===== config.mk =====
export PLATFORM = sky130hd
export DESIGN_NAME = tof_i2c_arbiter
export DESIGN_NICKNAME = d
export VERILOG_FILES = /design/src/rtl/tof_i2c_arbiter.sv
export SDC_FILE = /design/constraint.sdc
export NUM_CORES = 1
export LEC_CHECK = 0
export BUFFER_PORTS_ARGS = -buffer_cell sky130_fd_sc_hd__buf_2
export CAP_MARGIN = 20
export CORE_MARGIN = 8
export CORE_UTILIZATION = 47
export DETAILED_ROUTE_END_ITERATION = 8
export PLACE_DENSITY_LB_ADDON = 0.3
export SETUP_SLACK_MARGIN = 0.5
export SLEW_MARGIN = 20
export SYNTH_ARGS = -nofsm -noshare
export SYNTH_HDL_FRONTEND = slang
export SYNTH_SLANG_ARGS = --single-unit

===== constraint.sdc =====
create_clock -name clock -period 4.1 [get_ports clock]
set_input_delay 0.615 -clock clock [delete_from_list [all_inputs] [get_ports clock]]
set_output_delay 0.615 -clock clock [all_outputs]
set_load 0.03 [all_outputs]

===== src/rtl/tof_i2c_arbiter.sv =====
// rtl/tof_i2c_arbiter.sv - round-robin arbiter sharing one I2C engine between ToF sensor drivers
// Latches the winner's descriptor, starts the engine, routes byte strobes and reports done/err.
module tof_i2c_arbiter #(
    parameter int NUM_REQ        = 4,
    parameter int TIMEOUT_CYCLES = 1048576
) (
    input  logic                    clock,
    input  logic                    reset,
    input  logic [NUM_REQ-1:0]      req,
    input  logic [7*NUM_REQ-1:0]    req_slave_addr,
    input  logic [16*NUM_REQ-1:0]   req_reg_addr,
    input  logic [NUM_REQ-1:0]      req_is_read,
    input  logic [17*NUM_REQ-1:0]   req_nb_bytes,
    input  logic [8*NUM_REQ-1:0]    req_wdata,
    output logic [NUM_REQ-1:0]      gnt,
    output logic [NUM_REQ-1:0]      done,
    output logic [NUM_REQ-1:0]      err,
    output logic [NUM_REQ-1:0]      byte_ready,
    output logic [7:0]              rdata,
    output logic                    eng_start,
    output logic [6:0]              eng_slave_addr,
    output logic [15:0]             eng_reg_addr,
    output logic                    eng_is_read,
    output logic [16:0]             eng_nb_bytes,
    output logic [7:0]              eng_wdata,
    output logic                    eng_abort,
    input  logic                    eng_ready,
    input  logic                    eng_done,
    input  logic                    eng_error,
    input  logic [7:0]              eng_rdata
);

    localparam int IW = $clog2(NUM_REQ);
    localparam int CW = $clog2(TIMEOUT_CYCLES);
    localparam logic [CW-1:0] CNT_LAST = CW'(TIMEOUT_CYCLES - 1);
    localparam logic [IW-1:0] IDX_LAST = IW'(NUM_REQ - 1);

    localparam logic [1:0] S_IDLE    = 2'd0;
    localparam logic [1:0] S_START   = 2'd1;
    localparam logic [1:0] S_WAIT    = 2'd2;
    localparam logic [1:0] S_RELEASE = 2'd3;

    logic [1:0]         state_q, state_d;
    logic [IW-1:0]      ptr_q, ptr_d;
    logic [IW-1:0]      g_q, g_d;
    logic [NUM_REQ-1:0] gnt_q, gnt_d;
    logic [6:0]         slave_q, slave_d;
    logic [15:0]        reg_q, reg_d;
    logic               is_read_q, is_read_d;
    logic [16:0]        nb_q, nb_d;
    logic [CW-1:0]      cnt_q, cnt_d;
    logic               start_q, start_d;
    logic [NUM_REQ-1:0] done_q, done_d;
    logic [NUM_REQ-1:0] err_q, err_d;
    logic               abort_q, abort_d;
    logic [NUM_REQ-1:0] bready_q, bready_d;
    logic [7:0]         rdata_q, rdata_d;

    logic [IW-1:0]      sel_idx;
    logic [IW:0]        cand;
    logic [NUM_REQ-1:0] sel_onehot;
    logic [6:0]         sel_slave;
    logic [15:0]        sel_reg;
    logic               sel_is_read;
    logic [16:0]        sel_nb;

    // Scan downwards so the smallest offset from the pointer wins.
    always_comb begin
        sel_idx = ptr_q;
        cand    = '0;
        for (int i = NUM_REQ - 1; i >= 0; i--) begin
            cand = {1'b0, ptr_q} + (IW+1)'(i);
            if (cand >= (IW+1)'(NUM_REQ)) begin
                cand = cand - (IW+1)'(NUM_REQ);
            end
            if (req[cand[IW-1:0]]) begin
                sel_idx = cand[IW-1:0];
            end
        end
    end

    always_comb begin
        sel_onehot  = '0;
        sel_slave   = '0;
        sel_reg     = '0;
        sel_is_read = 1'b0;
        sel_nb      = '0;
        for (int i = 0; i < NUM_REQ; i++) begin
            if (sel_idx == IW'(i)) begin
                sel_onehot[i] = 1'b1;
                sel_slave     = req_slave_addr[i*7 +: 7];
                sel_reg       = req_reg_addr[i*16 +: 16];
                sel_is_read   = req_is_read[i];
                sel_nb        = req_nb_bytes[i*17 +: 17];
            end
        end
    end

    always_comb begin
        state_d   = state_q;
        ptr_d     = ptr_q;
        g_d       = g_q;
        gnt_d     = gnt_q;
        slave_d   = slave_q;
        reg_d     = reg_q;
        is_read_d = is_read_q;
        nb_d      = nb_q;
        cnt_d     = cnt_q;
        start_d   = 1'b0;
        done_d    = '0;
        err_d     = '0;
        abort_d   = 1'b0;
        bready_d  = '0;
        rdata_d   = rdata_q;
        case (state_q)
            S_IDLE: begin
                if (|req) begin
                    g_d       = sel_idx;
                    gnt_d     = sel_onehot;
                    slave_d   = sel_slave;
                    reg_d     = sel_reg;
                    is_read_d = sel_is_read;
                    nb_d      = sel_nb;
                    state_d   = S_START;
                end
            end
            S_START: begin
                start_d = 1'b1;
                cnt_d   = '0;
                state_d = S_WAIT;
            end
            S_WAIT: begin
                cnt_d = cnt_q + 1'b1;
                if (eng_ready) begin
                    bready_d = gnt_q;
                    rdata_d  = eng_rdata;
                end
                // done has priority over a simultaneous error
                if (eng_done) begin
                    done_d  = gnt_q;
                    gnt_d   = '0;
                    state_d = S_RELEASE;
                end else if (eng_error) begin
                    err_d   = gnt_q;
                    gnt_d   = '0;
                    state_d = S_RELEASE;
                end else if (cnt_q == CNT_LAST) begin
                    err_d   = gnt_q;
                    abort_d = 1'b1;
                    gnt_d   = '0;
                    state_d = S_RELEASE;
                end
            end
            default: begin
                ptr_d   = (g_q == IDX_LAST) ? '0 : g_q + 1'b1;
                state_d = S_IDLE;
            end
        endcase
    end

    always_ff @(posedge clock) begin
        if (!reset) begin
            state_q   <= S_IDLE;
            ptr_q     <= '0;
            g_q       <= '0;
            gnt_q     <= '0;
            slave_q   <= '0;
            reg_q     <= '0;
            is_read_q <= 1'b0;
            nb_q      <= '0;
            cnt_q     <= '0;
            start_q   <= 1'b0;
            done_q    <= '0;
            err_q     <= '0;
            abort_q   <= 1'b0;
            bready_q  <= '0;
            rdata_q   <= '0;
        end else begin
            state_q   <= state_d;
            ptr_q     <= ptr_d;
            g_q       <= g_d;
            gnt_q     <= gnt_d;
            slave_q   <= slave_d;
            reg_q     <= reg_d;
            is_read_q <= is_read_d;
            nb_q      <= nb_d;
            cnt_q     <= cnt_d;
            start_q   <= start_d;
            done_q    <= done_d;
            err_q     <= err_d;
            abort_q   <= abort_d;
            bready_q  <= bready_d;
            rdata_q   <= rdata_d;
        end
    end

    // Write byte follows the grantee live so it can advance on each byte_ready.
    always_comb begin
        eng_wdata = '0;
        for (int i = 0; i < NUM_REQ; i++) begin
            if (gnt_q[i]) begin
                eng_wdata = req_wdata[i*8 +: 8];
            end
        end
    end

    assign gnt            = gnt_q;
    assign done           = done_q;
    assign err            = err_q;
    assign byte_ready     = bready_q;
    assign rdata          = rdata_q;
    assign eng_start      = start_q;
    assign eng_slave_addr = slave_q;
    assign eng_reg_addr   = reg_q;
    assign eng_is_read    = is_read_q;
    assign eng_nb_bytes   = nb_q;
    assign eng_abort      = abort_q;

endmodule


==> metrics.cfg <==
[finish]
regArea_um2=1860
fillCellCount=814
stdcell_area_um2=6270
multiInputGateArea_um2=2560
num-nets-final=920
area_delta_synth_final_pct=35.4
final_layout_size_suffix_gt1_share_pct=50.3

[grt]
first_global_vias=4872
track_usage_pct=22.8
overflow=0
grt_max_degree=47
grt_pass1_wl_mm=23.6
antenna_found_initial=3

[logic_synthesis]
synth_area_leaders=dfxtp_1 40%, mux4_2 20%, a22o_1 7.8%, nand2_1 3.6%, a21oi_1 3.0%
synth-seq-area-share_pct=40.2
synth_edf_count=0
avgSynthCellArea_um2=10.8
yosysWarnings=0
syn_area_um2=4630
syn_nets=649
async_reset_ff_share_pct=0
synth_cells=430
synth_top_area_share_pct=40.2
yosysTopAreaCell=dfxtp_1
synth_cell_type_count=38
ys_ff_latch=93
synth-main-ff-cell=dfxtp_1

[sta]
slew_viol_final=0
fin_skew_ns=0.00730
setup_tns_ns=0
min_period_ns=2.75
slew-limit-headroom_pct=39.8
hold_viol=0
hold_slack_ns=0.456
setup_violations=0
worst_pin_slew_ns=0.903
finalCritPeriodShare_pct=67.0
max_freq_mhz=364
rsz0062_at_grt=no

[worst_setup_path]
cp_num_cells=6
critPathRequiredTime_ns=3.48
path_cells=nor2b_1 -> a22oi_1 -> nor2_1 -> a21oi_1 -> o21ai_0 -> buf_2
setup.worst_path.end=eng_wdata[6]
cp_top_family=simple AND/OR/NAND/NOR gates
worstSetupPathType=flip-flop to output pin
end_kind=output pin
worstPathBufferInverterCount=1
max_stage_delay_ns=0.49
r2r_cells=5
start_kind=flip-flop
worstPathArrival_ns=2.13
reg2reg_slack_ns=1.59
cp-startpoint=gnt[1]
critical_path.reg2reg.endpoint=eng_nb_bytes[0]
critPathMaxFanout=14
r2r_start=ptr_q[0]
cp_slowest_cell=nor2b_1

[clocking]
post_cts.repair.setup_buffers=0
clk-insertion-delay-late_ns=0.35
cts_resized=0
cts.sinks=93
cts_buffer_depth=2
cts_tree=built
hold_buffers=0
clk_pin_slew_ns=0.09
cts-root-buf=clkbuf_8
cts_made_buffers=9
h-tree-depth=3

[floorplanning]
fp-row-count=36
core_area_um2=9680
die_h_um=115
die-area_um2=13300
io_pins=288
fp.dieW_um=115
start_util_pct=47.8

[placed_design]
port_buffers=287
place_congestion=0.894
dp_hpwl_mm=13.3
post_dp_cell_area_um2=6070

[drt]
via_per_inst=5.43
dr.pass1.iters=4
wl_per_cell_um=19.1
vias=4568
drtIter0Drc=179
drc=0
drtAntennaViolNets=0
routed_wl_mm=16.0

[power_and_ir_drop]
power-per-cell-area_nw_per_um2=542
peakVddDrop_uv=266
p_total_mw=3.40
power.leakage_nw=2.92

[outcome]
outcome=completed

[flow_run]
max_cap_violations=0

[worst_hold_path]
hold_path_class=input pin to flip-flop

==> synthesized netlist by cell type, types with 3 or more instances <==
cell type,count
nor2_1,35
mux2i_1,6
or3_1,6
a22oi_1,8
nand4_1,5
clkbuf_1,20
xnor2_1,4
xor2_1,12
ha_1,6
nand2_1,44
nor2b_1,4
buf_12,3
a21oi_1,28
dfxtp_1,93
o21ai_0,14
nor3_1,4
buf_6,6
and3_1,6
inv_1,4
nand3_1,9
a22o_1,41
mux4_2,41
and2_1,11
==> registers in the layout, summed over array words and instances, names as in the netlist <==
register        flops
cnt_q              20
state_q             2
eng_start           1
byte_ready          4
done                4
g_q                 2
ptr_q               2
rdata               8
eng_nb_bytes       17
err                 4
eng_abort           1
eng_reg_addr       16
eng_is_read         1
gnt                 4
eng_slave_addr      7
==> how the worst min path moves through the flow <==
| stage | cells past startpoint | from | to | slack, ns |
|---|---|---|---|---|
| floorplan | 2 | g_q[1] | g_q[1] | 0.44 |
| global placement | 2 | rdata[3] | rdata[3] | 0.44 |
| detailed placement | 2 | g_q[1] | g_q[1] | 0.45 |
| CTS | 2 | eng_error | eng_abort | 0.44 |
| global route | 2 | eng_done | eng_abort | 0.45 |
| finish | 2 | eng_error | eng_abort | 0.46 |
==> layer usage <==
layer | vias up | global-route usage (%) | wire [um]
met5 | - | 0 | 8
met4 | 2 | 14.9 | 694
met3 | 53 | 7.93 | 1490
met2 | 233 | 41.2 | 8400
met1 | 2127 | 21.6 | 5460
li1 | 2153 | - | -
==> worst register-to-register path: stages (launching register included) <==
cell,delay [ns]
dfxtp_1,0.42
nor2b_1,0.09
o21ai_0,0.21
o221a_4,0.82
mux4_2,0.64
a22o_1,0.22
==> power breakdown <==
| part | switching [mW] | internal (mW) |
|---|---|---|
| Combinational | 0.973 | 0.583 |
| Clock | 0.327 | 0.286 |
| Sequential | 0.136 | 1.09 |
==> through the flow <==
step                      worst slack [ns]  instances  util [%]
after global routing                  1.18        841      64.7
after floorplan                       1.64        430         -
after detailed placement              1.19        823      62.6
after global placement                1.24        823      62.6
final                                 1.35        842      64.8
after CTS                             1.35        839      64.7
==> cell usage in the layout, fill, tap and decap left out, types with 5 or more instances in the layout <==
cell type and instances:
buf_2 287, dfxtp_1 93, nand2_1 44, mux4_2 41, a22o_1 41, nor2_1 33
a21oi_1 28, o21ai_0 14, xor2_1 12, and2_1 11, nand3_1 9, clkbuf_8 9
a22oi_1 8, or3_1 6, mux2i_1 6, and3_1 6, ha_1 6, nand4_1 5
==> cell type report <==
class | count | area share (%)
clock inverter | 6 | 1.12
antenna | 3 | 0.120
clock buffer | 10 | 2.04
sequential | 93 | 29.7
timing repair buffer | 290 | 23.3
tap | 133 | 2.65
multi-input combinational | 302 | 40.8
inverter | 5 | 0.299
==> cells by family (layout without fill, tap and decap cells) <==
| family | count (synthesis) | after routing | share of synthesized area, % |
|---|---|---|---|
| AND/OR/NAND/NOR | 139 | 139 | 15.0 |
| AO/OA/AOI/OAI | 94 | 94 | 14.1 |
| flip-flops | 93 | 93 | 40.2 |
| multiplexers | 47 | 47 | 21.2 |
| buffers and inverters | 35 | 311 | 4.89 |
| XOR/XNOR | 16 | 16 | 3.03 |
| adder cells (fa/ha/maj) | 6 | 6 | 1.62 |
| other | 0 | 3 | 0 |
No activity file was read; power rests on OpenSTA's default activity.
